<file path="config.mk">
export PLATFORM = sky130hd
export DESIGN_NAME = uart_packet_to_tilelink
export DESIGN_NICKNAME = d
export VERILOG_FILES = /design/src/rtl/uart_packet_to_tilelink.sv
export SDC_FILE = /design/constraint.sdc
export NUM_CORES = 1
export LEC_CHECK = 0
export CAP_MARGIN = 20
export CORE_ASPECT_RATIO = 1.25
export CORE_MARGIN = 2
export CORE_UTILIZATION = 30
export CTS_CLUSTER_SIZE = 40
export DETAILED_ROUTE_END_ITERATION = 7
export GPL_TIMING_DRIVEN = 0
export SLEW_MARGIN = 20
export SYNTH_ARGS = -nofsm -noshare
export SYNTH_HDL_FRONTEND = slang
export SYNTH_SLANG_ARGS = --single-unit
</file>
<file path="constraint.sdc">
create_clock -name clk -period 4 [get_ports clk]
set_clock_uncertainty 0.05 [all_clocks]
set_input_delay 0.4 -clock clk [delete_from_list [all_inputs] [get_ports clk]]
set_output_delay 0.4 -clock clk [all_outputs]
set_load 0.05 [all_outputs]
</file>
<file path="src/rtl/uart_packet_to_tilelink.sv">
`default_nettype none
// ============================================================================
// Module  : uart_packet_to_tilelink
// Brief   : Packs 16-byte UART packets into one TileLink serializer frame.
//           Optional macro UART_TL_TIMEOUT_EN adds a partial-packet idle timeout.
// Revision: 1.0 - initial release
// ============================================================================
module uart_packet_to_tilelink #(
  parameter int TIMEOUT_CYCLES = 1000
) (
  input  logic        clk,
  input  logic        async_reset_n,
  input  logic        rx_valid,
  output logic        rx_ready,
  input  logic [7:0]  rx_data,
  output logic        tl_in_valid,
  input  logic        tl_in_ready,
  output logic [2:0]  tl_in_bits_chanId,
  output logic [2:0]  tl_in_bits_opcode,
  output logic [2:0]  tl_in_bits_param,
  output logic [7:0]  tl_in_bits_size,
  output logic [7:0]  tl_in_bits_source,
  output logic [63:0] tl_in_bits_address,
  output logic [63:0] tl_in_bits_data,
  output logic        tl_in_bits_corrupt,
  output logic [8:0]  tl_in_bits_union,
  output logic [7:0]  timeout_count
);

  typedef enum logic [0:0] {
    COLLECT = 1'b0,
    PRESENT = 1'b1
  } state_t;

  state_t      r_state;
  logic        r_rx_ready;
  logic        r_tl_valid;
  logic [3:0]  r_byte_cnt;

  // Fields of the packet being collected; byte 15 goes straight to the frame.
  logic [2:0]  r_stg_chan;
  logic [2:0]  r_stg_opcode;
  logic [2:0]  r_stg_param;
  logic        r_stg_corrupt;
  logic [7:0]  r_stg_size;
  logic [7:0]  r_stg_union;
  logic [31:0] r_stg_addr;
  logic [55:0] r_stg_data;

  logic        w_accept;
  logic        w_timeout;
  logic [3:0]  w_wr_idx;

  generate
    if (TIMEOUT_CYCLES < 1) begin : g_check_timeout
      $error("TIMEOUT_CYCLES must be at least 1");
    end
  endgenerate

  assign w_accept = rx_valid & r_rx_ready;
  // A byte arriving in the timeout cycle starts a fresh packet.
  assign w_wr_idx = w_timeout ? 4'd0 : r_byte_cnt;

`ifdef UART_TL_TIMEOUT_EN
  localparam int c_IDLE_W = $clog2(TIMEOUT_CYCLES + 1);
  localparam logic [c_IDLE_W-1:0] c_TIMEOUT = c_IDLE_W'(TIMEOUT_CYCLES);

  logic [c_IDLE_W-1:0] r_idle_cnt;
  logic [7:0]          r_timeout_count;

  assign w_timeout = (r_state == COLLECT) && (r_byte_cnt != 4'd0) && (r_idle_cnt == c_TIMEOUT);

  always_ff @(posedge clk or negedge async_reset_n) begin
    if (!async_reset_n) begin
      r_idle_cnt      <= '0;
      r_timeout_count <= 8'h00;
    end else if (w_timeout) begin
      r_idle_cnt <= '0;
      if (r_timeout_count != 8'hFF) r_timeout_count <= r_timeout_count + 8'h01;
    end else if (w_accept || (r_state != COLLECT) || (r_byte_cnt == 4'd0)) begin
      r_idle_cnt <= '0;
    end else begin
      r_idle_cnt <= r_idle_cnt + 1'b1;
    end
  end

  assign timeout_count = r_timeout_count;
`else
  assign w_timeout     = 1'b0;
  assign timeout_count = 8'h00;
`endif

  always_ff @(posedge clk or negedge async_reset_n) begin
    if (!async_reset_n) begin
      r_state            <= COLLECT;
      r_rx_ready         <= 1'b0;
      r_tl_valid         <= 1'b0;
      r_byte_cnt         <= 4'd0;
      r_stg_chan         <= 3'd0;
      r_stg_opcode       <= 3'd0;
      r_stg_param        <= 3'd0;
      r_stg_corrupt      <= 1'b0;
      r_stg_size         <= 8'h00;
      r_stg_union        <= 8'h00;
      r_stg_addr         <= 32'h0;
      r_stg_data         <= 56'h0;
      tl_in_bits_chanId  <= 3'd0;
      tl_in_bits_opcode  <= 3'd0;
      tl_in_bits_param   <= 3'd0;
      tl_in_bits_size    <= 8'h00;
      tl_in_bits_address <= 64'h0;
      tl_in_bits_data    <= 64'h0;
      tl_in_bits_corrupt <= 1'b0;
      tl_in_bits_union   <= 9'h000;
    end else begin
      case (r_state)
        COLLECT: begin
          r_rx_ready <= 1'b1;
          if (w_timeout) r_byte_cnt <= 4'd0;
          if (w_accept) begin
            r_byte_cnt <= w_wr_idx + 4'd1;
            case (w_wr_idx)
              4'd0: r_stg_chan <= rx_data[2:0];
              4'd1: begin
                r_stg_opcode  <= rx_data[2:0];
                r_stg_param   <= rx_data[6:4];
                r_stg_corrupt <= rx_data[7];
              end
              4'd2: r_stg_size  <= rx_data;
              4'd3: r_stg_union <= rx_data;
              4'd4, 4'd5, 4'd6, 4'd7:
                r_stg_addr[{w_wr_idx[1:0], 3'b000} +: 8] <= rx_data;
              4'd15: begin
                tl_in_bits_chanId  <= r_stg_chan;
                tl_in_bits_opcode  <= r_stg_opcode;
                tl_in_bits_param   <= r_stg_param;
                tl_in_bits_corrupt <= r_stg_corrupt;
                tl_in_bits_size    <= r_stg_size;
                tl_in_bits_union   <= {1'b0, r_stg_union};
                tl_in_bits_address <= {32'h0, r_stg_addr};
                tl_in_bits_data    <= {rx_data, r_stg_data};
                r_tl_valid         <= 1'b1;
                r_rx_ready         <= 1'b0;
                r_state            <= PRESENT;
              end
              default: r_stg_data[{w_wr_idx[2:0], 3'b000} +: 8] <= rx_data;
            endcase
          end
        end
        PRESENT: begin
          if (tl_in_ready) begin
            r_tl_valid <= 1'b0;
            r_rx_ready <= 1'b1;
            r_state    <= COLLECT;
          end
        end
        default: r_state <= COLLECT;
      endcase
    end
  end

  assign rx_ready          = r_rx_ready;
  assign tl_in_valid       = r_tl_valid;
  assign tl_in_bits_source = 8'h00;

endmodule
`default_nettype wire

</file>
* Yosys cells after proc, flatten, opt, wreduce, memory -nomap -nowiden
Cells that the tools add are included.
** Cells by class
- Add/subtract/negate cells :: 3
- $mul :: 0
- Divide/modulo/power cells :: 0
- Magnitude comparators :: 0
- Equality and inequality tests :: 11
- Shift-type cells :: 4
- Multiplexer cells :: 14
- Bitwise operators :: 3
- Reduce and logical (&&, ||, !) cells :: 12
** Operator list (number)
- bitwise mux 56 bit :: 1
- variable shift 8 x 8 -> 56 bit, first input constant :: 1
- indexed part select 8 x 8 -> 56 bit :: 1
- bitwise mux 32 bit :: 1
- variable shift 8 x 7 -> 32 bit, first input constant :: 1
- indexed part select 8 x 7 -> 32 bit :: 1
- AND reduction 3 bit :: 8
- == test 4 x 3 -> 1 bit, second input constant :: 4
- two-way mux 1 bit :: 9
- OR reduction 9 bit :: 1
- == test 4 x 2 -> 1 bit, second input constant :: 2
- negator 6 -> 8 bit :: 1
- negator 5 -> 7 bit :: 1
- case mux 1 bit (2 select lines) :: 3
- adder 4 x 1 -> 4 bit, second input constant :: 1
- == test 4 x 1 -> 1 bit, second input constant :: 1
- == test 4 bit, second input constant :: 1
- zero test 4 bit :: 1
- != test 2 bit, second input constant :: 2
- OR reduction 4 bit :: 1
- != test 2 x 1 -> 1 bit, second input constant :: 1
- NOT 1 bit :: 2
- AND reduction 2 bit :: 1
- AND 1 bit :: 1
** Word-level totals
- Bits in registers :: 243
- Latch bits :: 0
- Memory bits (writable) :: 0
- Bits in read-only memories :: 0
- Input port bits :: 12
- Output and inout port bits :: 173
- Logic and storage cells :: 67
- Memories :: 0

* Depth between registers and ports, before layout
- Depth in word-level cells :: 4
- Depth in mapped cells :: 8
- Mapped depth without buffers :: 6

* Worst setup path after synthesis
OpenSTA, ideal clock, no wires.
- Path type :: register to register
- Start :: register r_byte_cnt[0]
- End :: register r_stg_data[33]
- Setup time :: 125 ps
- Arrival :: 2807 ps
- Data required time :: 3825 ps
- Slack :: 1018 ps
- Cell stages (with the launch flop) :: 9
- Buffers on the path :: 2
- Clock period less this slack :: 2982 ps
- Cell sequence :: dfrtp_1 clkbuf_1 inv_1 ha_1 ha_1 clkbuf_1 nand2b_1 nor4_4 mux2_2
** Between the ends
- Word-level cells in the longest chain between the ends :: 4
- Elaborated cells between the ends (all ways) :: 16
- Classes of those cells :: add/sub: 1; eq/ne: 8; shift: 2; mux: 1; bitwise: 1; reduce/logical: 3
** Ends and longest elaborated chain
- from (decl) :: line 38 : logic [3:0] r_byte_cnt;
- from (signal assigned) :: line 121 : r_byte_cnt <= w_wr_idx + 4'd1;
- parallel branches: the longest is 4 deep, another holds negator 6 -> 8 bit
- to (signal, indexed assignment) :: line 146 : default: r_stg_data[{w_wr_idx[2:0], 3'b000} +: 8] <= rx_data;
- to (decl) :: line 48 : logic [55:0] r_stg_data;
Parallel ways; which one is timed is not known.
A chain may end at the register's enable or synchronous reset.

* Final worst setup path
- Start :: register r_byte_cnt[0]
- End :: register r_stg_data[26]
The elaborated chain is that of the path after synthesis.

==> impl_metrics.yaml <==
run_status:
  outcome: "finished, final reports clean"
sta:
  setup_ws_ns: 0.2926
  max_freq_ghz: 0.2697
  rsz0062_at_grt: "false"
  hold_violations: 0
  period_needed_ns: 3.707
  holdWs_ns: 0.4324
  post-route-period-util: 0.9269
  tightest_slew_ns: 1.051
  slew_violations: 0
  slew_headroom: 0.2954
  setup_viol: 0
floorplan:
  start_util: 0.3056
  core_region_area_sq_um: 32870
  die_w_microns: 167.7
  io_pins: 185
  die_area_sq_um: 34980
  fp.dieH_microns: 208.6
  num_rows: 74
power_and_ir_drop:
  irDropWorstVdd_mv: 0.6030
  power_leakage_nw: 6.058
  p_per_area_nw_per_um2: 886.6
setup_path:
  reg2reg_from: "r_byte_cnt[0]"
  reg2reg_depth: 8
  crit_required_ns: 4.37
  endpoint_kind: "flop"
  r2r-end: "r_stg_data[26]"
  start_kind: "flop"
  cp.arrival_ns: 4.08
  critical_path_class: "reg -> reg"
  cp-startpoint: "r_byte_cnt[0]"
  worstPathMaxFanout: 10
  rrSetupSlack_ns: 0.29
clock_network:
  cts_tree: "yes"
  clockBufferDepth: 3
  numCtsBuffers: 26
  cts_root_buffer: "clkbuf_16"
  htreeDepth: 1
  clk_latency_ns: 0.53
  path_clk_slew_ns: 0.06
  clock_sinks: 243
global_routing:
  grt_pass1_wl_microns: 37610
  grt_antenna_before_repair: 0
  grtUsageMet1: 0.1758
  top_usage_layer: "met2"
  track_usage: 0.1390
  use_met2: 0.2424
  grt_max_degree: 100
  use_met3: 0.02860
  gr-total-overflow: 0
  grt_pass1_vias: 6264
flow_run:
  drv_cap: 0
min_path:
  min_path_type: "in -> async"
routing:
  dr.pass1.iters: 5
  vias: 5945
  ant_nets: 0
  drt-total-wl_microns: 24020
  drc_errors: 0
  wl_per_cell_microns: 17.63
  drtIter0Drc: 248
  via_per_inst: 4.365
synth:
  async_flop_share: 1.000
  synth_area_per_cell_sq_um: 14.15
  yosys.area.top_type: "dfrtp_1"
  ys_seq_area_frac: 0.6053
  yosys_warnings: 0
  post_synth_instance_area_sq_um: 10050
  synthCells: 710
  synth_ff_type: "dfrtp_1"
  synth_edf_count: 0
  yosys.cell_count.top_type: "dfrtp_1"
  synth-seq-cells: 243
  yosysTopAreaCellShare: 0.6053
  netlist_top_cells_area: "dfrtp_1 61%, mux2_2 22%, buf_4 3.7%"
  yosys-top-cells-count: "243 x dfrtp_1, 194 x mux2_2, 49 x buf_4"
  synthDistinctLibCells: 36
place:
  globalplace.congestion: 0.7329
  place_ws_ns: 0.008297
  dpl.hpwl_microns: 15880
  dp.cells: 1313
  placed_cell_area_sq_um: 12160
  io_buffers: 135
finish:
  multi_input_area_sq_um: 3475
  stdcell_count: 1362
  drive_gt1_frac: 0.3443
  seqCellArea_sq_um: 6081
  syn_to_final_growth_pct: 30.23
  antenna_cells: 0
  finalNetCount: 945
  stdcell_area_sq_um: 13080
  fillCellCount: 3128
registers in the layout, summed over array words and instances (netlist names):
register and cells:
r_stg_opcode 3, rx_ready 1, r_stg_union 8, r_stg_chan 3, tl_in_bits_corrupt 1, tl_in_valid 1, tl_in_bits_param 3, r_state 1
tl_in_bits_address 32, tl_in_bits_size 8, r_stg_size 8, r_stg_corrupt 1, tl_in_bits_data 64, r_byte_cnt 4, tl_in_bits_opcode 3, tl_in_bits_chanId 3
r_stg_addr 32, tl_in_bits_union 8, r_stg_param 3, r_stg_data 56
worst max-delay path by stage:
stage / depth (start not counted) / slack (ns) / endpoint
floorplan: 8 / 1.02 / r_stg_data[33]
global placement: 1 / -8.05 / tl_in_bits_address[9]
detailed placement: 8 / 0.008 / r_stg_data[20]
CTS: 8 / 0.14 / r_stg_data[39]
global route: 8 / 0.04 / r_stg_data[9]
finish: 8 / 0.29 / r_stg_data[26]
cell type report:
| class | count | share of cell area |
|---|---|---|
| Tap cell | 418 | 0.03998 |
| Buffer | 85 | 0.04065 |
| Clock buffer | 37 | 0.05757 |
| Sequential cell | 243 | 0.4648 |
| Timing Repair Buffer | 139 | 0.1102 |
| Inverter | 38 | 0.01090 |
| Clock inverter | 10 | 0.01033 |
| Multi-Input combinational cell | 392 | 0.2656 |
cell usage in the layout, fill, tap and decap left out, types with 2 or more instances in the layout:
| cell type | count |
|---|---|
| and2_0 | 2 |
| and2_1 | 4 |
| buf_16 | 2 |
| buf_2 | 16 |
| buf_4 | 49 |
| bufinv_16 | 3 |
| clkbuf_1 | 24 |
| clkbuf_16 | 27 |
| clkbuf_8 | 4 |
| clkdlybuf4s50_1 | 134 |
| clkinv_2 | 5 |
| conb_1 | 49 |
| dfrtp_1 | 243 |
| ha_1 | 8 |
| inv_1 | 38 |
| mux2_2 | 194 |
| mux2_4 | 8 |
| mux2i_1 | 11 |
| nand2_1 | 19 |
| nand2b_1 | 5 |
| nand3_1 | 11 |
| nand4_1 | 17 |
| nor2_1 | 9 |
| nor2b_1 | 6 |
| nor3_1 | 2 |
| nor4_4 | 6 |
| o21ai_0 | 24 |
| xnor2_1 | 3 |
per-layer routing:
layer  vias to the layer above  part of all wire
li1                       2763                 -
met1                      2996              0.43
met2                       159              0.50
met3                        27             0.053
met4                         0             0.017
met5                         -                 0
power by group:
| group | internal, mW | switching, mW |
|---|---|---|
| Combinational | 1.90 | 3.14 |
| Sequential | 3.49 | 0.576 |
| Clock | 1.51 | 0.980 |
| Total | 6.90 | 4.70 |
critical path: stages (launching register included):
cell and delay, ns:
dfrtp_1 0.46, clkbuf_1 0.46, inv_1 0.27, ha_1 0.41, ha_1 0.35, clkbuf_2 0.26
nand2b_1 0.28, nor4_4 0.64, mux2_2 0.41
repair_timing:
action                                 in CTS  in global routing
hold buffers                                1                  0
buffers inserted                            1                  0
gates resized for setup                     1                  1
setup endpoints to repair                   3                  6
endpoints found under the hold margin      86                  0
pin swaps                                   1                  0
metrics by stage:
stage | power [mW] | util | setup TNS [ns]
after detailed placement | 9.194 | 0.3700 | 0
after global placement | 9.116 | 0.3681 | -1948.88
after CTS | 11.76 | 0.3979 | 0
after global routing | 12.22 | 0.3980 | 0
after floorplan | 7.506 | - | 0
final | 11.60 | 0.3980 | 0
cell families (layout without fill, tap and decap cells):
group / after synthesis / count (layout) / synth area share
flops: 243 / 243 / 0.6053
mux: 213 / 213 / 0.2404
buf+inv: 123 / 309 / 0.06701
simple gates: 91 / 91 / 0.05804
compound gates: 28 / 28 / 0.01632
fa+ha+maj: 8 / 8 / 0.009964
xor+xnor: 3 / 3 / 0.002616
other cells: 1 / 49 / 0.0003733
No activity file was read; power rests on OpenSTA's default activity.
==> edit: new RTL, config.mk and constraints unchanged <==
The option `UART_TL_TIMEOUT_EN` is turned on by a define.
--- a/src/rtl/uart_packet_to_tilelink.sv
+++ b/src/rtl/uart_packet_to_tilelink.sv
@@ -7,2 +7,4 @@
 // ============================================================================
+`define UART_TL_TIMEOUT_EN
+
 module uart_packet_to_tilelink #(
Check against the original RTL: no difference found for any inputs over 4 cycles, from zero or initial values and one cycle with async_reset_n low; that may be too few to reach the edited logic, so the function may still have changed.
==> edit against the original RTL <==
- first-iteration DRC count rose by 26%
- sequential cell count grew 18
- cell count rose by 13%
- utilization shrank 0.59 points
- sequential share of layout area is 1.6 points lower
- design area rose by 11%
- setup slack worse by 0.043 ns
- wire length increased by 14%
- power down 3.9%
- synthesized area up 11%
- critical endpoint is now r_stg_data[35]
- largest cell class unchanged
==> edit: results (changes against the original RTL) <==
unique cell type count in the Yosys netlist=53 (+47%); CTS buffer count=28 (+7.7%); minimum clock period=3.75 ns (+0.0427 ns); Compound-Gate Fraction of Synth Area=3.55% (+1.9 points); top post-synthesis cells by count=261 x dfrtp_1, 174 x mux2_2, 48 x buf_4; Total GRT Usage=13.9% (+0.017 points); wire length of the first global-routing pass=41700 um (+11%); Placeable Area=37100 sq um (+13%); Final HPWL DP=19000 um (+20%); Layout Nets=1049 (+11%); Worst path slowest cell=or3_1; drt total wl=27400 um (+14%); peak supply drop=0.000442 V (-27%); layout cells sized above 1=30.4% (-4.0 points); Worst path top cell family by delay=simple AND/OR/NAND/NOR gates; R2R depth=14 (+6); dpl ws=-0.0327 ns (-0.0410 ns); antenna violations before repair=1 (+1); Syn Inst Count=813 (+15%); synth top area cells=dfrtp_1 58%, mux2_2 17%, mux2_1 4.7%, buf_4 3.2%, nor3_1 1.1%; filler cell count=3558 (+14%); status=completed; largest net degree at the start of global routing=96 (-4.0%); DRT iter0 DRCs=313 (+26%); register area share after synthesis=58.3% (-2.2 points); post-synthesis adder-cell area fraction=0.894% (-0.10 points); drt pass-1 iters=4 (-1); Psw=4.25 mW (-9.5%); GPL Wtd Cong=0.826 (+13%); Max stage delay on crit path=0.43 ns (-0.21 ns); Placed Cells=1481 (+13%); final hold slack=0.271 ns (-0.161 ns); Leakage=6.86 nW (+13%); Vias=6991 (+18%)
edit: cell count changes after synthesis, moves of 18 or more:
cell	unedited run	this run
dfrtp_1	243	261
inv_1	38	14
mux2_1	0	47
mux2_2	194	174
nor3_1	2	25
o21ai_0	24	0
edit: area by class of cell:
cell class,count,share of cell area [%]
inverters,15,0.387
plain buffers,87,3.72
multi-input cells,490,29.1
clock buffers,34,5.33
well taps,486,4.18
clock inverters,17,1.87
repair buffers,146,10.5
flip-flops and latches,261,44.9
edit: timing repair:
action / in CTS / in global routing
gates cloned: 0 / 0
pin swaps: 3 / 0
setup endpoints to repair: 17 / 20
hold buffers: 1 / 0
resized for setup: 0 / 3
hold endpoints to repair: 35 / 0
buffers inserted: 3 / 0
edit: kinds of logic after synthesis:
logic type / Yosys count
mux: 221
flops: 261
simple gates: 152
compound gates: 49
other cells: 1
buf+inv: 102
xor+xnor: 19
fa+ha+maj: 8
edit: per-layer routing:
layer / global-route usage (%) / vias up / wire [um]
met2: 23.4 / 186 / 13400
met4: 4.41 / 2 / 655
met1: 17.8 / 3531 / 11500
met3: 3.05 / 40 / 1710
met5: 0 / - / 13
li1: - / 3232 / -
edit: worst register-to-register path, cell delays in order, from the launching register on:
cell      delay, ns
dfrtp_1        0.41
inv_1          0.07
ha_1           0.22
and4bb_1       0.23
nand3_1        0.21
clkbuf_2       0.27
nand2_1        0.09
ha_1           0.29
clkbuf_1       0.25
nand2b_1       0.09
clkbuf_1       0.24
or3_1          0.43
nor4_4         0.29
buf_12         0.17
mux2_2         0.33
edit: worst paths after layout:
kind                                  from                    to
setup / recovery             r_idle_cnt[0]        r_stg_data[35]
hold / removal               async_reset_n   tl_in_bits_data[53]
setup reg to reg             r_idle_cnt[0]        r_stg_data[35]
hold reg to reg            r_stg_opcode[0]  tl_in_bits_opcode[0]
max in group asynchronous    async_reset_n   tl_in_bits_union[1]
min in group clk           r_stg_opcode[0]  tl_in_bits_opcode[0]
edit: metrics by stage:
step / total power, mW / setup TNS, ns / utilization [%] / cell area (sq um)
after floorplan: 6.86 / 0 / - / 11300
after global placement: 8.22 / -2319.94 / 36.0 / 13300
after detailed placement: 8.30 / -0.435 / 36.2 / 13400
after CTS: 11.3 / 0 / 39.2 / 14500
after global routing: 11.7 / 0 / 39.2 / 14500
final: 11.1 / 0 / 39.2 / 14500
edit: power by group through the flow:
stage / Combinational, mW / Sequential, mW / Clock (mW)
global placement: 4.24 / 3.97 / 0
CTS: 4.34 / 3.94 / 2.98
global route: 4.60 / 4.03 / 3.08
detailed placement: 4.32 / 3.99 / 0
finish: 4.31 / 3.93 / 2.90
floorplan: 1.78 / 5.08 / 0
